File: src/rtl/rtc_calendar_if.sv
// Purpose: control, load, alarm and time/date signals of the real-time calendar.
// Latency: none; a pure bundle of wires with master (host) and slave (calendar) views.
// Backpressure: none; every field is a level or a one-cycle pulse, so nothing stalls.
interface rtc_calendar_if #(
    parameter int YEAR_W = 7
);
    logic              en;
    logic              load;
    logic [5:0]        load_sec;
    logic [5:0]        load_min;
    logic [4:0]        load_hour;
    logic [4:0]        load_day;
    logic [3:0]        load_month;
    logic [YEAR_W-1:0] load_year;
    logic              alarm_en;
    logic [4:0]        alarm_hour;
    logic [5:0]        alarm_min;
    logic [5:0]        seconds;
    logic [5:0]        minutes;
    logic [4:0]        hours;
    logic [4:0]        days;
    logic [3:0]        months;
    logic [YEAR_W-1:0] years;
    logic              sec_tick;
    logic              min_pulse;
    logic              alarm;
    logic              load_err;

    modport master (
        output en, load, load_sec, load_min, load_hour, load_day, load_month, load_year,
        output alarm_en, alarm_hour, alarm_min,
        input  seconds, minutes, hours, days, months, years,
        input  sec_tick, min_pulse, alarm, load_err
    );

    modport slave (
        input  en, load, load_sec, load_min, load_hour, load_day, load_month, load_year,
        input  alarm_en, alarm_hour, alarm_min,
        output seconds, minutes, hours, days, months, years,
        output sec_tick, min_pulse, alarm, load_err
    );
endinterface

File: src/rtl/rtc_calendar.sv
// Purpose: seconds-to-years calendar driven by a clk prescaler, with load and minute alarm.
// Latency: a tick or load at cycle N shows on every registered output at cycle N+1.
// Backpressure: none; en freezes counting, a load always wins over a same-cycle tick.
module rtc_calendar #(
    parameter int CLK_HZ     = 50,
    parameter int MONTH_MODE = 1,
    parameter int YEAR_W     = 7
) (
    input  logic          clk,
    input  logic          reset,
    rtc_calendar_if.slave bus
);
    localparam int PW = (CLK_HZ > 2) ? $clog2(CLK_HZ) : 1;

    logic [PW-1:0]     presc_q;
    logic [5:0]        sec_q, min_q;
    logic [4:0]        hour_q, day_q;
    logic [3:0]        mon_q;
    logic [YEAR_W-1:0] year_q;
    logic              sec_tick_q, min_pulse_q, alarm_q, load_err_q;

    // Days in month m of year y; invalid months fall to 31 but are never accepted by a load.
    function automatic logic [4:0] month_len(input logic [3:0] m, input logic [YEAR_W-1:0] y);
        if (MONTH_MODE == 0) return 5'd30;
        case (m)
            4'd4, 4'd6, 4'd9, 4'd11: return 5'd30;
            4'd2:                    return (y[1:0] == 2'b00) ? 5'd29 : 5'd28;
            default:                 return 5'd31;
        endcase
    endfunction

    logic tick;
    assign tick = bus.en && (presc_q == PW'(CLK_HZ - 1));

    // Whole carry chain is combinational so a single tick can roll 23:59:59 31/12/99 to 00:00:00 1/1/0.
    logic sec_wrap, min_wrap, hour_wrap, day_wrap, mon_wrap;
    logic c_min, c_hour, c_day, c_mon, c_year;
    logic [5:0]        nxt_sec, nxt_min;
    logic [4:0]        nxt_hour, nxt_day;
    logic [3:0]        nxt_mon;
    logic [YEAR_W-1:0] nxt_year;

    assign sec_wrap  = (sec_q == 6'd59);
    assign min_wrap  = (min_q == 6'd59);
    assign hour_wrap = (hour_q == 5'd23);
    assign day_wrap  = (day_q >= month_len(mon_q, year_q));
    assign mon_wrap  = (mon_q == 4'd12);

    assign c_min  = sec_wrap;
    assign c_hour = c_min && min_wrap;
    assign c_day  = c_hour && hour_wrap;
    assign c_mon  = c_day && day_wrap;
    assign c_year = c_mon && mon_wrap;

    assign nxt_sec  = sec_wrap ? 6'd0 : sec_q + 6'd1;
    assign nxt_min  = c_min  ? (min_wrap  ? 6'd0 : min_q + 6'd1)  : min_q;
    assign nxt_hour = c_hour ? (hour_wrap ? 5'd0 : hour_q + 5'd1) : hour_q;
    assign nxt_day  = c_day  ? (day_wrap  ? 5'd1 : day_q + 5'd1)  : day_q;
    assign nxt_mon  = c_mon  ? (mon_wrap  ? 4'd1 : mon_q + 4'd1)  : mon_q;
    assign nxt_year = c_year ? ((year_q >= YEAR_W'(99)) ? '0 : year_q + YEAR_W'(1)) : year_q;

    // Month length for the validity check comes from the values being loaded, not the current date.
    logic load_ok;
    assign load_ok = (bus.load_sec <= 6'd59) && (bus.load_min <= 6'd59) &&
                     (bus.load_hour <= 5'd23) &&
                     (bus.load_month >= 4'd1) && (bus.load_month <= 4'd12) &&
                     (bus.load_day >= 5'd1) &&
                     (bus.load_day <= month_len(bus.load_month, bus.load_year)) &&
                     (bus.load_year <= YEAR_W'(99));

    // State update: reset, then load (valid or rejected), then prescaler/tick cascade.
    always_ff @(posedge clk or posedge reset) begin
        if (reset) begin
            presc_q     <= '0;
            sec_q       <= '0;
            min_q       <= '0;
            hour_q      <= '0;
            day_q       <= 5'd1;
            mon_q       <= 4'd1;
            year_q      <= '0;
            sec_tick_q  <= 1'b0;
            min_pulse_q <= 1'b0;
            alarm_q     <= 1'b0;
            load_err_q  <= 1'b0;
        end else begin
            sec_tick_q  <= 1'b0;
            min_pulse_q <= 1'b0;
            alarm_q     <= 1'b0;
            load_err_q  <= 1'b0;
            if (bus.load) begin
                if (load_ok) begin
                    presc_q <= '0;
                    sec_q   <= bus.load_sec;
                    min_q   <= bus.load_min;
                    hour_q  <= bus.load_hour;
                    day_q   <= bus.load_day;
                    mon_q   <= bus.load_month;
                    year_q  <= bus.load_year;
                end else begin
                    load_err_q <= 1'b1;
                end
            end else if (bus.en) begin
                presc_q <= tick ? '0 : presc_q + PW'(1);
                if (tick) begin
                    sec_q       <= nxt_sec;
                    min_q       <= nxt_min;
                    hour_q      <= nxt_hour;
                    day_q       <= nxt_day;
                    mon_q       <= nxt_mon;
                    year_q      <= nxt_year;
                    sec_tick_q  <= 1'b1;
                    min_pulse_q <= sec_wrap;
                    alarm_q     <= sec_wrap && bus.alarm_en &&
                                   (nxt_hour == bus.alarm_hour) && (nxt_min == bus.alarm_min);
                end
            end
        end
    end

    assign bus.seconds   = sec_q;
    assign bus.minutes   = min_q;
    assign bus.hours     = hour_q;
    assign bus.days      = day_q;
    assign bus.months    = mon_q;
    assign bus.years     = year_q;
    assign bus.sec_tick  = sec_tick_q;
    assign bus.min_pulse = min_pulse_q;
    assign bus.alarm     = alarm_q;
    assign bus.load_err  = load_err_q;
endmodule

File: src/flat_wrapper.sv
// flat-port wrapper written by rule: the top's interface ports become plain ports
module rtc_calendar_flat 
#(
    parameter int CLK_HZ     = 50,
    parameter int MONTH_MODE = 1,
    parameter int YEAR_W     = 7
)
  (clk, reset, bus_en, bus_load, bus_load_sec, bus_load_min, bus_load_hour, bus_load_day, bus_load_month, bus_load_year, bus_alarm_en, bus_alarm_hour, bus_alarm_min, bus_seconds, bus_minutes, bus_hours, bus_days, bus_months, bus_years, bus_sec_tick, bus_min_pulse, bus_alarm, bus_load_err);
  rtc_calendar_if #(.YEAR_W(YEAR_W)) bus_i ();
  input  logic clk;
  input  logic reset;
  input wire logic [$bits(bus_i.en)-1:0] bus_en;
  input wire logic [$bits(bus_i.load)-1:0] bus_load;
  input wire logic [$bits(bus_i.load_sec)-1:0] bus_load_sec;
  input wire logic [$bits(bus_i.load_min)-1:0] bus_load_min;
  input wire logic [$bits(bus_i.load_hour)-1:0] bus_load_hour;
  input wire logic [$bits(bus_i.load_day)-1:0] bus_load_day;
  input wire logic [$bits(bus_i.load_month)-1:0] bus_load_month;
  input wire logic [$bits(bus_i.load_year)-1:0] bus_load_year;
  input wire logic [$bits(bus_i.alarm_en)-1:0] bus_alarm_en;
  input wire logic [$bits(bus_i.alarm_hour)-1:0] bus_alarm_hour;
  input wire logic [$bits(bus_i.alarm_min)-1:0] bus_alarm_min;
  output wire logic [$bits(bus_i.seconds)-1:0] bus_seconds;
  output wire logic [$bits(bus_i.minutes)-1:0] bus_minutes;
  output wire logic [$bits(bus_i.hours)-1:0] bus_hours;
  output wire logic [$bits(bus_i.days)-1:0] bus_days;
  output wire logic [$bits(bus_i.months)-1:0] bus_months;
  output wire logic [$bits(bus_i.years)-1:0] bus_years;
  output wire logic [$bits(bus_i.sec_tick)-1:0] bus_sec_tick;
  output wire logic [$bits(bus_i.min_pulse)-1:0] bus_min_pulse;
  output wire logic [$bits(bus_i.alarm)-1:0] bus_alarm;
  output wire logic [$bits(bus_i.load_err)-1:0] bus_load_err;
  assign bus_i.en = bus_en;
  assign bus_i.load = bus_load;
  assign bus_i.load_sec = bus_load_sec;
  assign bus_i.load_min = bus_load_min;
  assign bus_i.load_hour = bus_load_hour;
  assign bus_i.load_day = bus_load_day;
  assign bus_i.load_month = bus_load_month;
  assign bus_i.load_year = bus_load_year;
  assign bus_i.alarm_en = bus_alarm_en;
  assign bus_i.alarm_hour = bus_alarm_hour;
  assign bus_i.alarm_min = bus_alarm_min;
  assign bus_seconds = bus_i.seconds;
  assign bus_minutes = bus_i.minutes;
  assign bus_hours = bus_i.hours;
  assign bus_days = bus_i.days;
  assign bus_months = bus_i.months;
  assign bus_years = bus_i.years;
  assign bus_sec_tick = bus_i.sec_tick;
  assign bus_min_pulse = bus_i.min_pulse;
  assign bus_alarm = bus_i.alarm;
  assign bus_load_err = bus_i.load_err;
  rtc_calendar #(.CLK_HZ(CLK_HZ), .MONTH_MODE(MONTH_MODE), .YEAR_W(YEAR_W)) u_core (.clk(clk), .reset(reset), .bus(bus_i));
endmodule
File: config.mk
export PLATFORM = sky130hd
export DESIGN_NAME = rtc_calendar_flat
export DESIGN_NICKNAME = d
export VERILOG_FILES = /design/src/rtl/rtc_calendar_if.sv /design/src/rtl/rtc_calendar.sv /design/src/flat_wrapper.sv
export SDC_FILE = /design/constraint.sdc
export NUM_CORES = 1
export LEC_CHECK = 0
export ABC_AREA = 1
export CAP_MARGIN = 0
export CORE_MARGIN = 5
export CORE_UTILIZATION = 30
export DETAILED_ROUTE_END_ITERATION = 12
export PLACE_DENSITY = 0.5
export SLEW_MARGIN = 25
export SYNTH_ARGS = -nofsm -noshare
export SYNTH_HDL_FRONTEND = slang
export SYNTH_SLANG_ARGS = --single-unit
File: constraint.sdc
create_clock -name clk -period 2.89 [get_ports clk]
set_clock_uncertainty 0.2 [all_clocks]
set_input_delay 0.7225 -clock clk [delete_from_list [all_inputs] [get_ports clk]]
set_output_delay 0.7225 -clock clk [all_outputs]
set_load 0.03 [all_outputs]
Word level (Yosys, flattened, before mapping):

Cells that the tools add are included.

* flip-flop bits (word level): 43
* output and inout port bits: 37
* logic and storage cells: 129
* input port bits: 49

* magnitude comparators: 10
* muxes and demuxes: 54
* reductions and logical operators: 29
* equality and inequality tests: 18
* add/sub/neg operators: 7

Operator list (number)
* 6-bit 2-to-1 mux: 15
* 5-bit 2-to-1 mux: 12
* 7-bit 2-to-1 mux: 6
* 4-bit 2-to-1 mux: 6
* 4-bit equality test (second input constant): 5
* 5-bit one-hot mux with 2 select lines: 2
* 6-bit by 1-bit adder with 6-bit output (second input constant): 3
* 6-bit equality test (second input constant): 3
* 4-bit by 3-bit equality test with 1-bit output (second input constant): 4
* 1-bit logical AND: 15
* 1-bit 2-to-1 mux: 13
* 6-bit <= comparator (second input constant): 2
* 4-bit AND reduction: 3
* 5-bit by 1-bit adder with 5-bit output (second input constant): 2
* 2-bit nonzero test: 5
* 4-bit by 2-bit equality test with 1-bit output (second input constant): 2
* 4-bit OR reduction: 2
* 7-bit by 1-bit adder with 7-bit output (second input constant): 1
* 7-bit >= comparator (second input constant): 1
* 7-bit <= comparator (second input constant): 1
* 6-bit equality test: 1
* 5-bit equality test: 1
* 5-bit equality test (second input constant): 1
* 5-bit by 1-bit >= comparator with 1-bit output (second input constant): 1
* 10 further kinds: 11

Logic depth before layout (Yosys ltp):

* word-level depth: 10
* depth in mapped cells: 15
* depth with buffers taken out: 15

Least setup slack after synthesis:

Ideal clock, no wire load.

* kind: input-to-reg
* start point: input bus_load_month[1]
* end point: register u_core.sec_q[1], in the netlist u_core.bus.seconds[1]
* path buffers: 1
* arrival: 2291 ps
* required time: 2625 ps
* setup time: 65 ps
* slack: 333 ps
* cell stages on the path: 11
* cell sequence: inv_1 nor4_1 ha_1 a21oi_1 a211oi_1 nor2_1 nand3_4 nand2_8 buf_6 o211ai_1 nand2_1

* longest elaborated chain between the ends: 8
* elaborated cells between the ends (all ways): 17
* those cells by class: order compare (3); eq/ne (6); mux (1); reduce/logical (7)

RTL lines
* start: declaration: RTL line flat_wrapper.sv:18 `input wire logic [$bits(bus_i.load_month)-1:0] bus_load_month;`
* 4-bit by 3-bit equality test with 1-bit output (tied with other cells): RTL line rtc_calendar.sv:25 `case (m)`
* 4-bit OR reduction / 1-bit logical AND (equally long branches): RTL line rtc_calendar.sv:25, rtc_calendar.sv:65
* 5-bit one-hot mux with 2 select lines / 1-bit logical AND (equally long branches): RTL line rtc_calendar.sv:25, rtc_calendar.sv:66
* 5-bit <= comparator / 1-bit logical AND (equally long branches): RTL line rtc_calendar.sv:68, rtc_calendar.sv:66
* 1-bit logical AND (*): RTL line rtc_calendar.sv:67 `(bus.load_day >= 5'd1) &&`
* 1-bit logical AND (*): RTL line rtc_calendar.sv:68 `(bus.load_day <= month_len(bus.load_month, bus.load_year)) &&`
* 2-bit by 1-bit != test with 1-bit output (no line) (*)
* 3-bit AND reduction (no line) (*)
* end signal: assignment: RTL line rtc_calendar.sv:93 `sec_q <= bus.load_sec;`
* end signal: assignment: RTL line rtc_calendar.sv:105 `sec_q <= nxt_sec;`
* end: declaration: RTL line rtc_calendar.sv:16 `logic [5:0] sec_q, min_q;`

Every way passes the cells marked *; elsewhere a longest branch is shown, timed or not.
A chain may end at the register's enable or synchronous reset.

Worst setup path in the final report:

* start point: input bus_load_year[0]
* end point: register u_core.sec_q[1], in the netlist u_core.bus.seconds[1]

* longest elaborated chain between the ends: 8
* elaborated cells between the ends (all ways): 9
* those cells by class: order compare (2); eq/ne (1); mux (2); reduce/logical (4)

RTL lines
* start: declaration: RTL line flat_wrapper.sv:19 `input wire logic [$bits(bus_i.load_year)-1:0] bus_load_year;`
* 2-bit logical NOT: RTL line rtc_calendar.sv:27 `4'd2: return (y[1:0] == 2'b00) ? 5'd29 : 5'd28;`
* 1-bit 2-to-1 mux: RTL line rtc_calendar.sv:27
* 5-bit one-hot mux with 2 select lines: RTL line rtc_calendar.sv:25
* 5-bit <= comparator: RTL line rtc_calendar.sv:68
* 1-bit logical AND: RTL line rtc_calendar.sv:67
* 1-bit logical AND (*): RTL line rtc_calendar.sv:68
* 2-bit by 1-bit != test with 1-bit output (no line) (*)
* 3-bit AND reduction (no line) (*)

Marked as above.

==> results.md <==
* IO Port Bufs at 85
* Die height at 116 um
* Maximum vdd ir drop at 0.320 mV
* Rows at 38
* Register area at 0.00108 mm^2
* Critical path type: in -> reg
* Fill cells at 1159
* Vias at 3560
* Worst-Skew Late Latency at 280 ps
* Worst Setup Start Kind: input pin
* Total gr overflow at 0
* Worst-case clock buffer depth at 2
* Worst Tran Pin Value at 676 ps
* Power Density at 616 mW/mm^2
* Final #Nets at 663
* Worst relative slew slack at 54.7%
* RSZ-0062 raised after global routing: false
* Final worst-path cycle share at 94.7%
* Placement Cell Area at 0.00453 mm^2
* CTS buffer count at 5
* Sequential area share after synthesis at 31.8%
* Core area at 0.0110 mm^2
* Final Hold Fails at 0
* Slew Limit Fails at 0
* Vias per cell at 4.82
* Post-synth net total at 558
* Max Clk Rate at 0.365 GHz
* Crit Path Max Fanout at 6
* Most common library cells after synthesis: nand2_1 (139), inv_1 (64), nand3_1 (53)
* First-pass GRT wire length at 16.8 mm
* Pwr Total at 2920 uW
* Hold Path Class: reg -> reg
* Hold Crit Start: u_core.bus.years[6]$_DFFE_PP0P_
* Worst r2r src: u_core.bus.months[0]$_DFFE_PP1P_
* DR iter-0 viols at 180
* Synth Area per Inst at 6.89 um^2
* Status: completed
* Synth-to-Final Area Change at 39.4%
* Largest net degree at the start of global routing at 26
* Multi-input gate area at 0.00204 mm^2
* Finished layout cell area at 0.00473 mm^2
* CTS Root Buffer Type: clkbuf_16
* Max-cap check violation count at 0
* Critical Path Sink Type: register
* Detailed Routing Iterations Pass 1 at 4
* Crit path time final at 2740 ps
* Most frequent cell after synthesis: nand2_1
* Post-synth ARST share at 100%
* Drt drc at 0
* Total wire length at 10.3 mm
* ANT cells at 0
* Yosys top cell area share at 30.2%
* Final ANT Viol Nets at 0
* Initial Utilization at 30.9%
* Vias in the first global route at 3437
* Syn. warnings at 0
* Post-synth EDFFs at 0
* Area leader, netlist: dfrtp_1
* Worst Path Arrival at 2700 ps
* CTS sink cnt at 43
* Place WS at -441 ps
* All-Layer GR Usage at 15.5%
* Synth unique cells at 42
* Finish-stage setup viols at 0
* Non-Filler Instances at 739
* Synth area leaders: dfrtp_1 (30%), nand2_1 (15%), nand3_1 (7.8%)
* Initial antenna violation count at 0
* Dpl cells at 729
* Worst Slack Setup Final at 154 ps
* Leakage at 0.00223 uW
* Clk pin slew, worst setup/hold paths at 60 ps
* Synth Cell Area at 0.00340 mm^2
* Post-synth top flop: dfrtp_1
* H-tree levels at 2
* CTS tree: built
* Die W at 116 um
* CP startpoint: bus_load_year[0]
* FF+latch count, synth at 43
* GP Congestion at 0.869
* Share of cells above drive strength 1 at 10.0%
* Worst path required time at 2850 ps
* Full die area at 0.0135 mm^2
* Io pins at 86
* HPWL after detailed placement at 8.08 mm
* Setup TNS at 0 ps
* WL per Instance at 13.9 um
* Syn Inst Count at 493
through the flow:
stage / util [%] / hold slack, ps
after floorplan: - / 283
after global placement: 41.3 / 321
after detailed placement: 41.3 / 323
after CTS: 42.9 / 336
after global routing: 43.1 / 366
final: 43.1 / 328
sequential cells by signal, summed over array words and instances (netlist names):
name	flops
u_core.bus.alarm	1
u_core.bus.seconds	6
u_core.bus.hours	5
u_core.bus.min_pulse	1
u_core.bus.days	5
u_core.presc_q	6
u_core.bus.sec_tick	1
u_core.bus.years	7
u_core.bus.minutes	6
u_core.bus.months	4
u_core.bus.load_err	1
logic make-up after synthesis:
kind of cell	after synthesis	share of synthesized area, %
AND/OR/NAND/NOR	265	36.3
AO/OA/AOI/OAI	78	12.9
buffers and inverters	78	9.76
flip-flops	43	31.8
adder cells (fa/ha/maj)	16	5.90
XOR/XNOR	13	3.35
worst paths after layout:
kind                                                endpoint  slack (ps)  cells past startpoint
max reg2reg                  u_core.bus.years[5]$_DFFE_PP0P_         260                     13
min                          u_core.bus.years[6]$_DFFE_PP0P_         330                      2
min reg2reg                  u_core.bus.years[6]$_DFFE_PP0P_         330                      2
max in group asynchronous     u_core.bus.days[0]$_DFFE_PP1P_        1260                      3
max                        u_core.bus.seconds[1]$_DFFE_PP0P_         150                     12
min in group asynchronous  u_core.bus.seconds[3]$_DFFE_PP0P_         560                      2
routing by layer:
layer | track usage [%] | part of all wire, % | vias up
met5 | 0 | 0 | -
met4 | 3.09 | 0.87 | 0
met3 | 2.95 | 5.6 | 4
met2 | 24.4 | 45 | 91
met1 | 22.1 | 49 | 1639
li1 | - | - | 1826
critical path, stage by stage:
cell,delay (ps)
clkdlybuf4s50_1,400
inv_1,80
nand2_1,80
a211oi_2,240
ha_2,300
a211oi_2,250
nor2_2,80
nand3_4,140
nand2_8,100
buf_4,150
o211ai_1,70
nand2_1,70
cells in the final DEF, fill, tap and decap left out, drive strengths merged:
cell           count
nand2            147
clkdlybuf4s50     82
inv               65
nand3             55
o21ai             55
dfrtp             41
nor2              37
buf               23
ha                16
nand4             11
xor2               8
nor3               8
a21oi              8
clkbuf             7
xnor2              5
o22ai              4
a22oi              4
nand3b             4
clkinv             3
a211oi             2
o211ai             2
dlygate4sd2        2
dfstp              2
o21bai             1
a31oi              1
nor4               1
nor3b              1
and2               1
or2                1
a22o               1
dlymetal6s2s       1
timing repair:
action                     4_1_cts  5_1_grt
gates cloned                     1        0
hold buffers                     0        0
setup buffers                    1        0
pin swaps                        6        3
setup endpoints to repair       32       38
gates resized for setup          9        4
final cells by class:
class | instances | area share (%)
Clock buffer | 7 | 2.80
Clock inverter | 1 | 0.106
Inverter | 67 | 5.34
Multi-Input combinational cell | 373 | 43.0
Sequential cell | 43 | 22.8
Tap cell | 140 | 3.70
Timing Repair Buffer | 108 | 22.2
where the power goes:
| group | total [uW] | internal, uW | switching [uW] |
|---|---|---|---|
| clock | 555 | 320 | 235 |
| sequential | 977 | 752 | 225 |
| combinational | 1390 | 595 | 790 |
No activity file was read; power rests on OpenSTA's default activity.
